## src/rtl/stopwatch_core.sv

```systemverilog
// MM:SS BCD stopwatch/timer core with up/down count, expiry, roll-over pulse and adjust.
// Optional lap capture registers are built only when STOPWATCH_LAP_EN is defined.
module stopwatch_core #(
  parameter int MAX_MIN = 59,
  parameter int MAX_SEC = 59
) (
  input  logic       clk,
  input  logic       reset,
  input  logic       tick,
  input  logic       tick_adj,
  input  logic       pause_p,
  input  logic       clear_p,
  input  logic       adjust,
  input  logic       select,
  input  logic       dir,
  input  logic       lap_p,
  output logic [3:0] min1,
  output logic [3:0] min0,
  output logic [3:0] sec1,
  output logic [3:0] sec0,
  output logic       running,
  output logic       done,
  output logic       wrap,
  output logic [3:0] lap_min1,
  output logic [3:0] lap_min0,
  output logic [3:0] lap_sec1,
  output logic [3:0] lap_sec0,
  output logic       lap_valid
);

  localparam logic [7:0] MMAX = {4'(MAX_MIN / 10), 4'(MAX_MIN % 10)};
  localparam logic [7:0] SMAX = {4'(MAX_SEC / 10), 4'(MAX_SEC % 10)};

  logic [7:0] r_min;
  logic [7:0] r_sec;
  logic       r_running;
  logic       r_done;
  logic       r_wrap;

  logic [7:0] w_min_n;
  logic [7:0] w_sec_n;
  logic       w_run_n;
  logic       w_done_n;
  logic       w_wrap_n;
  logic       w_cnt;
  logic       w_clr;
  logic       w_adj;
  logic       w_up;
  logic       w_dn;

  function automatic logic [7:0] bcd_inc(input logic [7:0] v,
                                         input logic [7:0] vmax);
    if (v == vmax)
      return 8'h00;
    if (v[3:0] == 4'd9)
      return {v[7:4] + 4'd1, 4'd0};
    return {v[7:4], v[3:0] + 4'd1};
  endfunction

  function automatic logic [7:0] bcd_dec(input logic [7:0] v,
                                         input logic [7:0] vmax);
    if (v == 8'h00)
      return vmax;
    if (v[3:0] == 4'd0)
      return {v[7:4] - 4'd1, 4'd9};
    return {v[7:4], v[3:0] - 4'd1};
  endfunction

  // One-hot qualified actions; clear beats adjust beats counting.
  assign w_cnt = tick & r_running & ~adjust & ~clear_p;
  assign w_clr = clear_p;
  assign w_adj = ~clear_p & adjust & tick_adj;
  assign w_up  = w_cnt & ~dir;
  assign w_dn  = w_cnt & dir;

  always_comb begin
    w_min_n  = r_min;
    w_sec_n  = r_sec;
    w_done_n = r_done;
    w_wrap_n = 1'b0;
    w_run_n  = pause_p ? ~r_running : r_running;
    unique case (1'b1)
      w_clr: begin
        w_min_n  = 8'h00;
        w_sec_n  = 8'h00;
        w_done_n = 1'b0;
      end
      w_adj: begin
        if (select)
          w_sec_n = bcd_inc(r_sec, SMAX);
        else
          w_min_n = bcd_inc(r_min, MMAX);
        w_done_n = 1'b0;
      end
      w_up: begin
        w_sec_n = bcd_inc(r_sec, SMAX);
        if (r_sec == SMAX) begin
          w_min_n  = bcd_inc(r_min, MMAX);
          w_wrap_n = (r_min == MMAX);
        end
      end
      w_dn: begin
        // Reaching or sitting at 00:00 expires and stops.
        if (r_min == 8'h00 && r_sec <= 8'h01) begin
          w_min_n  = 8'h00;
          w_sec_n  = 8'h00;
          w_done_n = 1'b1;
          w_run_n  = 1'b0;
        end else begin
          w_sec_n = bcd_dec(r_sec, SMAX);
          if (r_sec == 8'h00)
            w_min_n = bcd_dec(r_min, MMAX);
        end
      end
      default: ;
    endcase
  end

  always_ff @(posedge clk or negedge reset) begin
    if (!reset) begin
      r_min     <= 8'h00;
      r_sec     <= 8'h00;
      r_running <= 1'b0;
      r_done    <= 1'b0;
      r_wrap    <= 1'b0;
    end else begin
      r_min     <= w_min_n;
      r_sec     <= w_sec_n;
      r_running <= w_run_n;
      r_done    <= w_done_n;
      r_wrap    <= w_wrap_n;
    end
  end

  assign min1    = r_min[7:4];
  assign min0    = r_min[3:0];
  assign sec1    = r_sec[7:4];
  assign sec0    = r_sec[3:0];
  assign running = r_running;
  assign done    = r_done;
  assign wrap    = r_wrap;

`ifdef STOPWATCH_LAP_EN
  logic [15:0] r_lap;
  logic        r_lap_valid;

  always_ff @(posedge clk or negedge reset) begin
    if (!reset) begin
      r_lap       <= 16'h0000;
      r_lap_valid <= 1'b0;
    end else if (clear_p) begin
      r_lap       <= 16'h0000;
      r_lap_valid <= 1'b0;
    end else if (lap_p) begin
      r_lap       <= {r_min, r_sec};
      r_lap_valid <= 1'b1;
    end
  end

  assign lap_min1  = r_lap[15:12];
  assign lap_min0  = r_lap[11:8];
  assign lap_sec1  = r_lap[7:4];
  assign lap_sec0  = r_lap[3:0];
  assign lap_valid = r_lap_valid;
`else
  logic w_unused_lap;
  assign w_unused_lap = lap_p;
  assign lap_min1     = 4'd0;
  assign lap_min0     = 4'd0;
  assign lap_sec1     = 4'd0;
  assign lap_sec0     = 4'd0;
  assign lap_valid    = 1'b0;
`endif

endmodule
```

## config.mk

```make
export PLATFORM = sky130hd
export DESIGN_NAME = stopwatch_core
export DESIGN_NICKNAME = d
export VERILOG_FILES = /design/src/rtl/stopwatch_core.sv
export SDC_FILE = /design/constraint.sdc
export NUM_CORES = 1
export LEC_CHECK = 0
export ABC_AREA = 1
export CAP_MARGIN = 0
export CORE_ASPECT_RATIO = 1.75
export CORE_UTILIZATION = 50
export DETAILED_ROUTE_END_ITERATION = 8
export PLACE_DENSITY = 0.91
export SKIP_CTS_REPAIR_TIMING = 1
export SLEW_MARGIN = 30
export SYNTH_ARGS = -nofsm -noshare
export SYNTH_HDL_FRONTEND = slang
export SYNTH_SLANG_ARGS = --single-unit
export TNS_END_PERCENT = 30
```

## constraint.sdc

```tcl
create_clock -name clk -period 2.25 [get_ports clk]
set_clock_uncertainty 0.2 [all_clocks]
set_input_delay 0.675 -clock clk [delete_from_list [all_inputs] [get_ports clk]]
set_output_delay 0.675 -clock clk [all_outputs]
set_load 0.1 [all_outputs]
```

==> Yosys cells after proc, flatten, opt, wreduce, memory -nomap -nowiden <==
Cells that the tools add are included.
W data, S select, Z words.
{ "totals": {"reg_bits": 19, "inputBits": 10, "output_inout_bits": 36, "word_cells": 128} }
{ "op_classes": {"n_addsub": 8, "n_lt_le_gt_ge": 1, "eq_ne": 15, "muxes": 73, "n_bitwise": 11, "n_reduce_logical": 13} }
{ "ops": {"columns": ["cell", "count"], "rows": [
  ["$mux W8", 26],
  ["$pmux W8 S4", 2],
  ["$mux W1", 44],
  ["$add A4 B1 Y4 const B", 4],
  ["$eq A8 B7 Y1 const B", 2],
  ["$logic_not A8 Y1", 2],
  ["$sub A4 B1 Y4 const B", 4],
  ["$ne A3 B1 Y1 const B", 5],
  ["$eq A4 B4 Y1 const B", 2],
  ["$le A8 B1 Y1 const B", 1],
  ["$logic_not A4 Y1", 2],
  ["$ne A4 B1 Y1 const B", 2],
  ["$and A1 B1 Y1", 7],
  ["$reduce_and A7 Y1", 1],
  ["$reduce_and A5 Y1", 1],
  ["$ne A2 B1 Y1 const B", 2],
  ["$ne A2 B2 Y1 const B", 2],
  ["$not A1 Y1", 4],
  ["$reduce_and A2 Y1", 2],
  ["$reduce_and A4 Y1", 1],
  ["$reduce_bool A4 Y1", 1],
  ["$pmux W1 S2", 1],
  ["$reduce_bool A2 Y1", 1],
  ["$reduce_or A2 Y1", 1],
  ["$logic_and A1 B1 Y1", 1]
]} }

==> Depth between registers and ports, before layout <==
{ "depth": {"depth_word": 14, "depth_mapped": 13, "ltp_nobuf": 12} }

==> Worst setup path before layout <==
No wires, ideal clock.
{ "synth_path": {"kind": "flip-flop to flip-flop", "from": "register r_sec[4]", "to": "register r_sec[4]", "arrival_ps": 2266, "required_ps": 1922, "slack_ps": -345, "path_stages_with_launch": 14, "period_less_slack_ps": 2595, "cell_sequence": "dfrtp_1 -> inv_1 -> ha_1 -> nand3_2 -> inv_2 -> nand2_1 -> nand2_2 -> nand2_2 -> buf_6 -> nand3_4 -> nand2_4 -> inv_4 -> nand2_1 -> o21ai_1"} }
{ "synth_via": {"elab_chain_len": 7, "word_cells_on_any_way": 28} }
{ "synth_rtl": {"columns": ["item", "line_no", "rtl"], "rows": [
  ["from (decl)", "35", "logic [7:0] r_sec;"],
  ["from (signal assigned)", "128", "r_sec <= w_sec_n;"],
  ["branches (longest 7 deep; another with $sub A4 B1 Y4)", null, null]
]} }
Several ways; the timed one is not identified. The select of a mux whose other input is x is not followed.
A chain may end at the register's enable or synchronous reset.

==> Final worst setup path <==
{ "layout_path": {"from": "input tick", "to": "register r_min[6]"} }
{ "layout_via": {"elab_chain_len": 6, "word_cells_on_any_way": 12} }
{ "layout_rtl": {"columns": ["item", "line_no", "rtl"], "rows": [
  ["from (decl)", "9", "input logic tick,"],
  ["$and A1 B1 Y1 (*) (3 in series)", "70", "assign w_cnt = tick & r_running & ~adjust & ~clear_p;"],
  ["$and A1 B1 Y1, on equally long branches", "74, 73", null],
  ["$ne A4 B1 Y1 (no line) (tied with other cells)", null, null],
  ["$reduce_and A7 Y1 (no line)", null, null],
  ["to (signal assigned)", "127", "r_min <= w_min_n;"],
  ["to (decl)", "34", "logic [7:0] r_min;"]
]} }
Mark *: on every way between the ends. The rest lies on a longest branch, timed or not.

==> reports/results.tsv <==
metric	value	unit
syn_area	1864	um^2
setup.worst_path.end_class	register	
grt_usage	26.20	%
antenna_found_initial	0	
crit_family	buffers and inverters	
synth_top_cells_by_area	dfrtp_1, nand2_1, ha_1	
area_growth	34.77	%
cts_tree	done	
power_frac_comb	57.8	%
grt_pass1_wl	7.555	mm
place.detailed.hpwl	3.583	mm
crit_arrival	2.16	ns
synth_common_cells	nand2_1, inv_1, nand3_1	
max_freq	0.4539	GHz
yosys.area.top_type	dfrtp_1	
synth-main-ff-cell	dfrtp_1	
grt_pass1_vias	1820	
synth-edff-count	0	
drv_slew	0	
die_area	3986	um^2
place_area	2406	um^2
gp_congestion	0.9568	
dr.pass1.iters	4	
port_buffers	27	
fp.dieH	82.78	um
cts.clk_slew.worst_paths	0.07	ns
fillers	268	
rows	29	
ant_nets	0	
ys_seq_elements	19	
hp-class	register to register	
h-tree-depth	1	
period_needed	2.203	ns
crit_path_top_delay_cell	clkdlybuf4s50_1	
vias	1913	
grt_max_degree	20	
clk_latency	0.26	ns
slowest_delay	0.46	ns
drtIter0Drc	82	
overflow	0	
status	finished clean	
synth.most_common_cell	nand2_1	
ys_warn_count	0	
netlist-cell-type-count	32	
finish.net_count	331	
crit_required	2.21	ns
n_antenna_cell	0	
routed_wl	5.048	mm
setup_viol_count_final	0	
synth_top_area_share	25.50	%
hold_viol_final	0	
crit_buf_inv	5	
via_per_inst	5.419	
switching_share	51.70	%
cts_buffers	3	
peakVddDrop	0.4435	mV
maxCapViolations	0	
tns	0	ns
critPathLaunchType	input port	
drive_gt1_share	27.04	%
p_per_area	633.8	nW/um^2
avgSynthCellArea	7.035	um^2
wl_per_cell	14.30	um
synthArstFlopShare	100.0	%
core	3592	um^2
crit_type	input port to register	
final_area	2512	um^2
internal-power	0.7690	mW
syn_inst	265	
die_w	48.16	um
finalCritPeriodShare	97.91	%
cp_common_cell	nand2_1	
p_clk_share	15.8	%
boundaryPins	46	
route.detailed.drc	0	
seq_area_frac_synth	25.50	%
sequentialPowerShare	26.4	%
switching_power	0.8233	mW
cts_sinks	19	
cts-root-buf	clkbuf_8	
clockBufferDepth	2	
initial_utilization	51.90	%
cp_cell_sequence	clkdlybuf4s50_1, nand2_1, inv_1, nand2_1, nor2_1, buf_4, inv_1, nor2_2, nor2_2, inv_1, nor2_4, nand2_1, nand2_1	
p_leak	1.258	nW
worstPathMaxFanout	4	
[placed cells by master (no fill, tap or decap), types with 3 or more instances in the layout]
cell type and instances:
nand4_1 7, inv_2 3, inv_1 29, clkdlybuf4s50_1 6, xor2_1 9, clkbuf_8 3
nand3_1 22, dfrtp_2 10, nand2_4 4, o21ai_1 6, nand2_2 7, conb_1 17
buf_12 19, buf_4 16, o21ai_0 12, ha_1 13, nor2_1 10, o22ai_1 3
xnor2_1 3, dfrtp_1 9, nor2_2 6, nor3_1 4, nand2_1 67, nand3_4 3
[power by group through the flow]
stage	registers [mW]	clock network (mW)	logic (mW)
after floorplan	0.614	0	0.467
after global placement	0.425	0	0.846
after detailed placement	0.428	0	0.866
after CTS	0.421	0.254	0.872
after global routing	0.425	0.267	0.982
final	0.421	0.251	0.920
[path summary, 6_finish.rpt]
check / start / endpoint / slack (ns) / depth (start not counted)
max in group asynchronous: reset / r_min[0] / 1.06 / 2
setup reg to reg: r_min[1] / r_min[2] / 0.11 / 10
hold reg to reg: r_sec[7] / r_sec[7] / 0.36 / 2
setup / recovery: tick / r_min[6] / 0.05 / 13
min in group asynchronous: reset / r_min[5] / 0.55 / 2
hold / removal: r_sec[7] / r_sec[7] / 0.36 / 2
[flip-flops by register name, indices dropped and copies added, names as in the netlist]
signal,count
running,1
done,1
r_min,8
r_sec,8
wrap,1
[final cells by class]
class,count,area [um^2],area share (%)
Clock buffer,4,45.04,1.793
Sequential cell,19,488.0,19.42
Timing Repair Buffer,43,585.6,23.31
Tap cell,46,57.56,2.291
Multi-Input combinational cell,206,1195,47.56
Inverter,35,141.4,5.628
[metal layers]
| metal | share of wire [%] | wire [um] | up-vias | GRT usage (%) |
|---|---|---|---|---|
| li1 | - | - | 893 | - |
| met1 | 33 | 1690 | 900 | 25.87 |
| met2 | 57 | 2864 | 92 | 47.33 |
| met3 | 4.8 | 243 | 28 | 4.978 |
| met4 | 4.9 | 249 | 0 | 14.44 |
| met5 | 0 | 0 | - | 0 |
[logic make-up (layout without fill, tap and decap cells)]
kind of cell    after synthesis  count (layout)  synth area share (%)
flops                        19              19                 25.50
simple gates                138             138                 35.37
compound gates               26              26                 8.122
fa+ha+maj                    13              13                 8.725
buf+inv                      56              82                 16.44
xor+xnor                     12              12                 5.638
other cells                   1              17                0.2011
[worst min-delay path, delay by kind of cell (launching register included)]
family        cells  cell delay [ns]
flops             1             0.42
simple gates      2             0.12
[metrics by stage]
step | power [mW] | util, % | hold slack [ns] | setup slack (ns) | instances
floorplan | 1.081 | - | 0.1794 | -0.01436 | 281
global placement | 1.271 | 66.98 | 0.3358 | -0.2187 | 349
detailed placement | 1.295 | 66.98 | 0.3436 | -0.2654 | 349
CTS | 1.546 | 68.23 | 0.3648 | 0.01954 | 353
global route | 1.674 | 69.94 | 0.3932 | -0.05273 | 353
finish | 1.592 | 69.94 | 0.3649 | 0.04692 | 353
No activity file was read; power rests on OpenSTA's default activity.
==> variant: new RTL, same settings <==
Register the inputs `tick`, `tick_adj`, `pause_p`, `adjust`, `select` and `dir` before use, cleared by the reset. The logic sees them one clock later. The other inputs are not delayed to match.
--- a/src/rtl/stopwatch_core.sv
+++ b/src/rtl/stopwatch_core.sv
@@ -31,6 +31,31 @@
   localparam logic [7:0] MMAX = {4'(MAX_MIN / 10), 4'(MAX_MIN % 10)};
   localparam logic [7:0] SMAX = {4'(MAX_SEC / 10), 4'(MAX_SEC % 10)};
 
+  logic tick_q;
+  logic tick_adj_q;
+  logic pause_p_q;
+  logic adjust_q;
+  logic select_q;
+  logic dir_q;
+
+  always_ff @(posedge clk or negedge reset) begin
+    if (!reset) begin
+      tick_q     <= '0;
+      tick_adj_q <= '0;
+      pause_p_q  <= '0;
+      adjust_q   <= '0;
+      select_q   <= '0;
+      dir_q      <= '0;
+    end else begin
+      tick_q     <= tick;
+      tick_adj_q <= tick_adj;
+      pause_p_q  <= pause_p;
+      adjust_q   <= adjust;
+      select_q   <= select;
+      dir_q      <= dir;
+    end
+  end
+
   logic [7:0] r_min;
   logic [7:0] r_sec;
   logic       r_running;
@@ -67,18 +92,18 @@
   endfunction
 
   // One-hot qualified actions; clear beats adjust beats counting.
-  assign w_cnt = tick & r_running & ~adjust & ~clear_p;
+  assign w_cnt = tick_q & r_running & ~adjust_q & ~clear_p;
   assign w_clr = clear_p;
-  assign w_adj = ~clear_p & adjust & tick_adj;
-  assign w_up  = w_cnt & ~dir;
-  assign w_dn  = w_cnt & dir;
+  assign w_adj = ~clear_p & adjust_q & tick_adj_q;
+  assign w_up  = w_cnt & ~dir_q;
+  assign w_dn  = w_cnt & dir_q;
 
   always_comb begin
     w_min_n  = r_min;
     w_sec_n  = r_sec;
     w_done_n = r_done;
     w_wrap_n = 1'b0;
-    w_run_n  = pause_p ? ~r_running : r_running;
+    w_run_n  = pause_p_q ? ~r_running : r_running;
     unique case (1'b1)
       w_clr: begin
         w_min_n  = 8'h00;
@@ -86,7 +111,7 @@
         w_done_n = 1'b0;
       end
       w_adj: begin
-        if (select)
+        if (select_q)
           w_sec_n = bcd_inc(r_sec, SMAX);
         else
           w_min_n = bcd_inc(r_min, MMAX);
Formal check against the unedited RTL: not equivalent (Yosys sat finds a counterexample within 4 cycles, from zero or initial values and one cycle with reset low).
==> variant against the unedited design <==
  * Sequential cell count rose by 6
  * Worst setup slack gained 150 ps
  * Synthesized area rose by 15%
  * Count of clock-buffer cells in the layout down 1
  * Clock power is 15% higher
  * Power increased by 11%
  * Wire length shrank 9.0%
  * Via count fell by 2.8%
  * Design area rose by 8.4%
  * Largest cell class unchanged
  * Largest power group unchanged
  * Highest routed layer unchanged
==> variant: results (changes against the unedited design) <==
* Worst min-delay path startpoint: pause_p_q$_DFF_PN0_
- Iter 0 DRT Violations: 48 (-41%)
- Status: complete, no violations
* Sequential cell area fraction in the yosys report: 29.3% (+3.8 points)
- Post-synthesis compound-gate area fraction: 7.37% (-0.75 points)
- The combinational share of power was 52.9% (-4.9 points).
- Worst min-delay path category: flop to flop
* R2r endpoint: r_min[6]$_DFFE_PN0P_
- The aggregate global-route resource usage is 23.1% (-3.1 points).
- Net Sw Frac: 49.2% (-2.5 points)
- Yosys attributes the largest share of cell area to sky130_fd_sc_hd__dfrtp_1, sky130_fd_sc_hd__nand2_1, sky130_fd_sc_hd__ha_1.
- Ranked by instance count, the synthesized netlist is headed by sky130_fd_sc_hd__nand2_1, sky130_fd_sc_hd__inv_1, sky130_fd_sc_hd__dfrtp_1.
- Share of cells above drive strength 1: 28.3% (+1.3 points)
- The worst hold slack across all endpoints was 333 ps (-31.8 ps).
* Sequential-cell power consumption: 0.544 mW (+29%)
- The number of cells produced by synthesis was 271 (+2.3%).
- The total wire length was 4600 µm (-9.0%).
* Via count: 1859 (-2.8%)
* Post-synthesis share of cell area spent on full adders, half adders and majority gates: 7.61% (-1.1 points)
* Worst hold endpoint: running$_DFF_PN0_
* Leakage power: 1.36 nW (+8.0%)
- Global-route track usage on met3: 2.92% (-2.1 points)
- Post-place setup slack: -243 ps (+21.9 ps)
- Met2 track demand over resource: 43.6% (-3.8 points)
* Critical-path maximum fanout: 6 (+2)
- The power consumed by combinational cells came to 0.938 mW (+2%).
* Met1 Use GR: 23.0% (-2.9 points)
* Global-route wire length before repair: 7900 µm (+4.6%)
* Parity-gate share of the synthesized area counting xor and xnor cells: 4.92% (-0.72 points)
- The routed length on met2 is 2600 µm (-9.1%).
- Instance count after placement with tap cells included: 356 (+2.0%)
* Worst-skew pair later-pin latency: 280 ps (+20 ps)
* Number of distinct library cells after synthesis: 41 (+28%)
- R2r setup slk: 200 ps (+90 ps)
- Clock-pin slew on the worst setup and hold paths: 100 ps (+30 ps)
- The half-perimeter wire length after placement came to 3580 µm (about the same).
- Hold Path Depth: 3 (+1)
- Post-layout net count: 335 (+1.2%)
* Instance area at placement: 2670 µm² (+11%)
* Wire length per cell: 12.8 µm (-11%)
-- variant: cell types whose count changed after synthesis, moves of 2 or more --
cell                      unedited run  this run
sky130_fd_sc_hd__nand3_1            22        18
sky130_fd_sc_hd__nand2_1            70        64
sky130_fd_sc_hd__inv_2               2         5
sky130_fd_sc_hd__o21ai_0            12         9
sky130_fd_sc_hd__nor2_1             16        14
sky130_fd_sc_hd__nand2_4             2         5
sky130_fd_sc_hd__nor3_1              4         2
sky130_fd_sc_hd__inv_1              30        27
sky130_fd_sc_hd__dfrtp_1            19        25
sky130_fd_sc_hd__nor2_2              1         4
sky130_fd_sc_hd__o22ai_1             3         5
sky130_fd_sc_hd__nor2_4              1         3
-- variant: worst max-delay path by stage --
stage	from	end	slack, ps
3_3_place_gp	clear_p	r_min[7]$_DFFE_PN0P_	-180
6_report	r_sec[1]$_DFFE_PN0P_	r_min[6]$_DFFE_PN0P_	200
4_1_cts	clear_p	r_min[6]$_DFFE_PN0P_	-4
3_5_place_dp	clear_p	r_sec[0]$_DFFE_PN0P_	-240
5_1_grt	r_sec[1]$_DFFE_PN0P_	r_min[5]$_DFFE_PN0P_	60
2_1_floorplan	r_sec[7]$_DFFE_PN0P_	r_min[2]$_DFFE_PN0P_	1
-- variant: final cells by class --
| type | count | area [µm²] |
|---|---|---|
| clock buffer | 3 | 41.3 |
| clock inverter | 1 | 8.76 |
| fill | 329 | 1390 |
| inverter | 36 | 158 |
| multi-input combinational | 204 | 1240 |
| sequential | 25 | 636 |
| tap | 49 | 61.3 |
| timing repair buffer | 42 | 576 |
-- variant: worst min-delay path, delay by kind of cell (launching register included) --
family                    cells  cell delay (ps)
DFF                           1              350
and+or+nand+nor               1               70
xor gates and xnor gates      1               60
buffers and inverters         1               40
